## src/rtl/cb_serial_adder.sv

```systemverilog
// Nibble-serial WIDTH-bit adder built around one 4-bit carry-bypass slice.
// Optional macro CBSA_BYPASS_STATS_EN adds the bypass_cnt statistics port.
module cb_serial_adder #(
    parameter int WIDTH = 16
) (
    input  logic             clk,
    input  logic             rst_n,
    input  logic             in_valid,
    output logic             in_ready,
    input  logic [WIDTH-1:0] a,
    input  logic [WIDTH-1:0] b,
    input  logic             cin,
    output logic             out_valid,
    input  logic             out_ready,
    output logic [WIDTH-1:0] sum,
    output logic             cout,
    output logic             busy
`ifdef CBSA_BYPASS_STATS_EN
    ,
    output logic [$clog2(WIDTH/4+1)-1:0] bypass_cnt
`endif
);

    localparam int N  = WIDTH / 4;
    localparam int IW = (N > 1) ? $clog2(N) : 1;

    typedef enum logic [1:0] {IDLE, RUN, DONE} state_t;

    state_t           state, state_nxt;
    logic [WIDTH-1:0] a_q, b_q, sum_q;
    logic             carry;
    logic [IW-1:0]    idx;
    logic [3:0]       a_nib, b_nib;
    logic [4:0]       slice_res;

    // 4-bit carry-bypass slice: ripple internally, but when every bit
    // propagates the carry-in is forwarded straight to the carry-out.
    function automatic logic [4:0] cb_slice(input logic [3:0] x, input logic [3:0] y,
                                            input logic ci);
        logic [3:0] p, g, s;
        logic       c;
        p = x ^ y;
        g = x & y;
        c = ci;
        for (int i = 0; i < 4; i++) begin
            s[i] = p[i] ^ c;
            c    = g[i] | (p[i] & c);
        end
        return {(&p) ? ci : c, s};
    endfunction

    assign a_nib     = a_q[{idx, 2'b00} +: 4];
    assign b_nib     = b_q[{idx, 2'b00} +: 4];
    assign slice_res = cb_slice(a_nib, b_nib, carry);

    // NOTE: every output of a combinational block gets a default first, so no
    // path through the case statement leaves a value unassigned (no latch).
    always_comb begin
        state_nxt = state;
        in_ready  = 1'b0;
        out_valid = 1'b0;
        busy      = 1'b0;
        case (state)
            IDLE: begin
                in_ready = 1'b1;
                if (in_valid) state_nxt = RUN;
            end
            RUN: begin
                busy = 1'b1;
                if (idx == IW'(N - 1)) state_nxt = DONE;
            end
            DONE: begin
                busy      = 1'b1;
                out_valid = 1'b1;
                if (out_ready) state_nxt = IDLE;
            end
            default: state_nxt = IDLE;
        endcase
    end

    // NOTE: sequential state uses non-blocking assignments only, so all
    // registers update together from pre-edge values.
    always_ff @(posedge clk) begin
        if (!rst_n) begin
            state <= IDLE;
            a_q   <= '0;
            b_q   <= '0;
            sum_q <= '0;
            carry <= 1'b0;
            idx   <= '0;
        end else begin
            state <= state_nxt;
            case (state)
                IDLE: if (in_valid) begin
                    a_q   <= a;
                    b_q   <= b;
                    carry <= cin;
                    idx   <= '0;
                    sum_q <= '0;
                end
                RUN: begin
                    sum_q[{idx, 2'b00} +: 4] <= slice_res[3:0];
                    carry                    <= slice_res[4];
                    idx                      <= idx + 1'b1;
                end
                default: ;
            endcase
        end
    end

`ifdef CBSA_BYPASS_STATS_EN
    always_ff @(posedge clk) begin
        if (!rst_n) begin
            bypass_cnt <= '0;
        end else if (state == IDLE && in_valid) begin
            bypass_cnt <= '0;
        end else if (state == RUN && (&(a_nib ^ b_nib))) begin
            bypass_cnt <= bypass_cnt + 1'b1;
        end
    end
`endif

    // The carry register doubles as cout: it holds the final carry from DONE
    // until the next acceptance reloads it with cin.
    assign sum  = sum_q;
    assign cout = carry;

endmodule

```

## config.mk

```make
export PLATFORM = sky130hd
export DESIGN_NAME = cb_serial_adder
export DESIGN_NICKNAME = d
export VERILOG_FILES = /design/src/rtl/cb_serial_adder.sv
export SDC_FILE = /design/constraint.sdc
export NUM_CORES = 1
export LEC_CHECK = 0
export BUFFER_PORTS_ARGS = -buffer_cell sky130_fd_sc_hd__buf_2
export CORE_MARGIN = 1
export CORE_UTILIZATION = 56
export CTS_BUF_LIST = sky130_fd_sc_hd__clkbuf_4 sky130_fd_sc_hd__clkbuf_8
export DETAILED_ROUTE_END_ITERATION = 8
export HOLD_SLACK_MARGIN = 0.05
export PLACE_DENSITY = 0.85
export SYNTH_ARGS = -nofsm -noshare
export SYNTH_HDL_FRONTEND = slang
export SYNTH_SLANG_ARGS = --single-unit
```

## constraint.sdc

```tcl
create_clock -name clk -period 7.1 [get_ports clk]
set_clock_uncertainty 0.2 [all_clocks]
set_input_delay 0.71 -clock clk [delete_from_list [all_inputs] [get_ports clk]]
set_output_delay 0.71 -clock clk [all_outputs]
set_load 0.02 [all_outputs]
```

# Word-level counts from Yosys, hierarchy flattened
# Cells that the tools add are included.
# classes
addsub	2
n_eq_ne	7
n_shift	4
n_mux	15
n_bitwise	14
reduce_logical	8
# ops
cell	n
one-hot mux 16 bit (2 select lines)	1
indexed part select 16 x 5 -> 4 bit	2
bitwise mux 16 bit	1
2-to-1 mux 16 bit	1
variable shift 4 x 6 -> 16 bit, first input constant	1
indexed part select 4 x 6 -> 16 bit	1
2-to-1 mux 2 bit	4
!= test 2 bit, second input constant	4
negation 4 -> 6 bit	1
one-hot mux 2 bit (3 select lines)	1
AND reduction 3 bit	2
2-to-1 mux 1 bit	5
bitwise AND 1 bit	4
bitwise AND 4 bit	1
== test 2 bit, second input constant	2
bitwise OR 1 bit	4
one-hot mux 2 bit (2 select lines)	1
AND reduction 2 bit	2
AND reduction 4 bit	1
XOR 1 bit	4
XOR 4 bit	1
adder 2 x 1 -> 2 bit, second input constant	1
== test 2 x 1 -> 1 bit, second input constant	1
zero test 2 bit	1
other kinds (3)	3
# totals
regBits	53
in_bits	37
output_inout_bits	20

# Longest topological paths before layout
# depth
word_depth	12
ltp_mapped	12
depth_no_buf	10

# Worst setup path before layout
# OpenSTA, ideal clock, no wires.
# synth_path
path_kind	flip-flop to flip-flop
start	register idx[0]
end	register sum_q[7], in the netlist sum[7]
setup_time_ns	0.070
arrival_ns	2.850
required_ns	6.830
setup_slack_ns	3.980
stages_incl_launch_ff	13
n_path_buf	2
period_less_slack_ns	3.120
cell_sequence	dfxtp_1 buf_6 buf_6 mux4_2 fa_1 inv_1 fa_1 fa_1 inv_1 fa_1 and3b_1 nand4_1 a21oi_1
# synth_between
elab_chain_len	12
word_cells_on_any_way	19
classes_between	1 x add/sub; 4 x shift; 2 x mux; 12 x bitwise
# synth_rtl
element	line	rtl
start, declared	32	logic [IW-1:0] idx;
start signal, assigned	104	idx <= idx + 1'b1;
indexed part select 16 x 5 -> 4 bit (on tied branches)	52, 53	
XOR 4 bit	42	p = x ^ y;
bitwise AND 1 bit	47	c = g[i] | (p[i] & c);
bitwise OR 1 bit	47	
bitwise AND 1 bit	47	
bitwise OR 1 bit	47	
bitwise AND 1 bit	47	
bitwise OR 1 bit	47	
XOR 1 bit	46	s[i] = p[i] ^ c;
indexed part select 4 x 6 -> 16 bit	102	sum_q[{idx, 2'b00} +: 4] <= slice_res[3:0];
bitwise mux 16 bit (*)	102	
one-hot mux 16 bit (2 select lines) (*)	93	case (state)
end signal, assigned by index	102	
end, declared	30	logic [WIDTH-1:0] a_q, b_q, sum_q;
# Every way passes the cells marked *; elsewhere a longest branch is shown, timed or not.
# A chain may end at the register's enable or synchronous reset.

# Final worst setup path
# Same ends and word-level chain as after synthesis.

==> impl_metrics.json <==
{
  "boundaryPins": 57,
  "sw_power_uw": 163,
  "power_per_cell_area_nw_per_um2": 203,
  "viasPerCell": 5.68,
  "place_hpwl_mm": 3.82,
  "totalNegativeSetupSlack_ps": 0,
  "number_of_drc_violations_after_detailed_routing_iteration_0": 107,
  "die_h_um": 70.5,
  "n_fill_cell": 385,
  "critPathKind": "reg -> reg",
  "postCtsResizedCells": 0,
  "number_of_antenna_violations_at_the_first_check_in_global_routing": 0,
  "startpoint_type": "register",
  "numPortBuffers": 56,
  "max-cap-violations": 0,
  "clk_network_pwr_share_pct": 29.4,
  "gp_congestion": 0.890,
  "postSynthNetCount": 346,
  "max_freq_mhz": 270,
  "worstMarginPinSlew_ps": 1020,
  "holdCritPathClass": "reg -> reg",
  "netlist-cell-type-count": 35,
  "layout_min_cycle_time_ps": 3700,
  "tritoncts": "yes",
  "sw_frac_of_total_pct": 27.3,
  "synth_warnings": 0,
  "floorplan.initialDensity_pct": 59.2,
  "leakagePower_uw": 0.00122,
  "post_synth.cell_area_avg_um2": 8.95,
  "drc_errors": 6,
  "core_outline_area_um2": 4440,
  "netlist_instances": 294,
  "dpl-instance-area_um2": 2840,
  "rsz_0062_raised_after_global_routing": "no",
  "p_int_uw": 432,
  "firstDrtPassIters": 6,
  "synth_area_leader_cell": "sky130_fd_sc_hd__dfxtp_1",
  "die-area_um2": 4980,
  "cts_hold_buf": 0,
  "hold_violations": 0,
  "netlist_top_cells_area": "sky130_fd_sc_hd__dfxtp_1 40%, sky130_fd_sc_hd__a21oi_1 9.7%, sky130_fd_sc_hd__nand2_1 9.4%",
  "synth_largest_type_area_fraction_pct": 40.3,
  "final_stage_net_count": 390,
  "run_status": "complete, but fails checks",
  "cts.sinks": 53,
  "ctsLongestPathBuffers": 2,
  "postLayoutCoreUtil_pct": 65.9,
  "failed_checks": "DRC",
  "cts_max_level": 2,
  "report.final.setup_viol": 0,
  "avgRoutedWirePerCell_um": 14.5,
  "area.growth.synth_to_final_pct": 11.2,
  "synth.yosys.seq_area_share_pct": 40.3,
  "required_ps": 7130,
  "worst_ir_drop_vdd_uv": 148,
  "count_of_placed_standard_cells_in_the_final_layout_fillers_left_out": 390,
  "diodes": 0,
  "dpl.cell_count": 383,
  "grt_pass1_vias": 2069,
  "layout.cells.most_common": "sky130_fd_sc_hd__nand2_1",
  "synthesis_stage_register_bit_count": 53,
  "track_usage_pct": 24.4,
  "cts_post_setup_buffers_inserted": 0,
  "relSlewSlack_pct": 32.0,
  "cts.clk_slew.worst_paths_ps": 90,
  "totalWireLength_mm": 5.65,
  "layout.cells.most_common_list": "66 x sky130_fd_sc_hd__nand2_1, 56 x sky130_fd_sc_hd__buf_2, 53 x sky130_fd_sc_hd__dfxtp_1",
  "cp_max_fo": 19,
  "report.final.slew_viol_count": 0,
  "tritoncts.num_buffers": 5,
  "grt_pass1_wl_mm": 9.56,
  "final_layout_size_suffix_gt1_share_pct": 22.5,
  "cts.root.buffer_cell": "sky130_fd_sc_hd__clkbuf_8",
  "drt.antenna.violating_nets": 0,
  "die-width_um": 70.5,
  "finalInstanceArea_um2": 2930,
  "detailroute.via_count": 2216,
  "power_share_of_the_sequential_group_pct": 54.0,
  "largest_net_degree_at_the_start_of_global_routing": 33,
  "cp_data_arrival_time_ps": 3730,
  "clock_latency_at_the_later_pin_of_the_worst_skew_pair_ps": 310,
  "syn-cell-area_um2": 2630,
  "number_of_core_rows": 24,
  "combinationalPowerShare_pct": 16.6,
  "globalRouteOverflowTotal": 0,
  "final_min_period_over_clock_period_pct": 52.1,
  "worst_setup_path_end_kind": "register"
}
power by group through the flow:
| stage | clock network [µW] | registers (µW) | logic, µW |
|---|---|---|---|
| detailed placement | 0 | 328 | 96.6 |
| finish | 175 | 321 | 98.6 |
| global placement | 0 | 327 | 92.7 |
| floorplan | 0 | 325 | 78.5 |
| CTS | 177 | 321 | 97.9 |
| global route | 187 | 323 | 110 |
per-layer routing:
layer  track usage, %  vias to the layer above  routed length, µm
li1                 -                     1105                  -
met1             29.7                     1028               2370
met2             41.6                       71               2880
met3             5.27                       12                273
met4             11.3                        0                124
met5                0                        -                  0
final cells by class:
cell class / count / area [µm²] / share of cell area [%]
multi-input combinational: 210 / 1380 / 47.2
sequential: 53 / 1060 / 36.3
timing repair buffer: 57 / 288 / 9.83
clock buffer: 7 / 90.1 / 3.08
tap: 52 / 65.1 / 2.22
inverter: 11 / 41.3 / 1.41
synth_stat cells, drive strengths merged:
| cell type | n |
|---|---|
| a21oi | 51 |
| a22oi | 1 |
| a31oi | 1 |
| a32oi | 1 |
| and2 | 2 |
| and2b | 1 |
| and3 | 3 |
| and3b | 4 |
| and4bb | 1 |
| buf | 11 |
| clkbuf | 9 |
| clkinv | 1 |
| dfxtp | 53 |
| fa | 4 |
| ha | 11 |
| inv | 10 |
| mux2 | 1 |
| mux2i | 3 |
| mux4 | 8 |
| nand2 | 66 |
| nand2b | 4 |
| nand4 | 15 |
| nand4b | 3 |
| nor2 | 2 |
| nor2b | 6 |
| nor3b | 2 |
| o211ai | 1 |
| o21ai | 16 |
| o31ai | 2 |
| or2 | 1 |
logic make-up after synthesis:
| kind of cell | synth area share, % |
|---|---|
| fa+ha+maj | 8.27 |
| compound gates | 14.5 |
| mux | 9.03 |
| simple gates | 20.7 |
| flops | 40.3 |
| buf+inv | 7.18 |
registers in the layout, summed over array words and instances (netlist names):
name   cells
state      2
cout       1
a_q       16
idx        2
sum       16
b_q       16
worst max-delay path: stages, from the launching register on:
cell and delay (ps):
sky130_fd_sc_hd__dfxtp_1 870, sky130_fd_sc_hd__mux4_2 650, sky130_fd_sc_hd__fa_1 440, sky130_fd_sc_hd__inv_1 80, sky130_fd_sc_hd__fa_1 190, sky130_fd_sc_hd__fa_1 180, sky130_fd_sc_hd__inv_1 50, sky130_fd_sc_hd__fa_1 520
sky130_fd_sc_hd__and3b_1 190, sky130_fd_sc_hd__nand4_1 90, sky130_fd_sc_hd__a21oi_1 140
per-stage QoR:
stage	hold slack [ps]	worst slack, ps	total power [µW]
final	259	3400	595
after global routing	278	3170	620
after CTS	259	3400	597
after detailed placement	247	3490	425
after global placement	239	3580	420
after floorplan	233	3980	403
path summary, 6_finish.rpt:
path | depth (start not counted) | startpoint | end | slack (ps)
worst max-delay path | 10 | idx[0] | sum[7] | 3400
worst min-delay path | 2 | a_q[9] | a_q[9] | 260
worst max register to register | 10 | idx[0] | sum[7] | 3400
worst min register to register | 2 | a_q[9] | a_q[9] | 260
No activity file was read; power rests on OpenSTA's default activity.
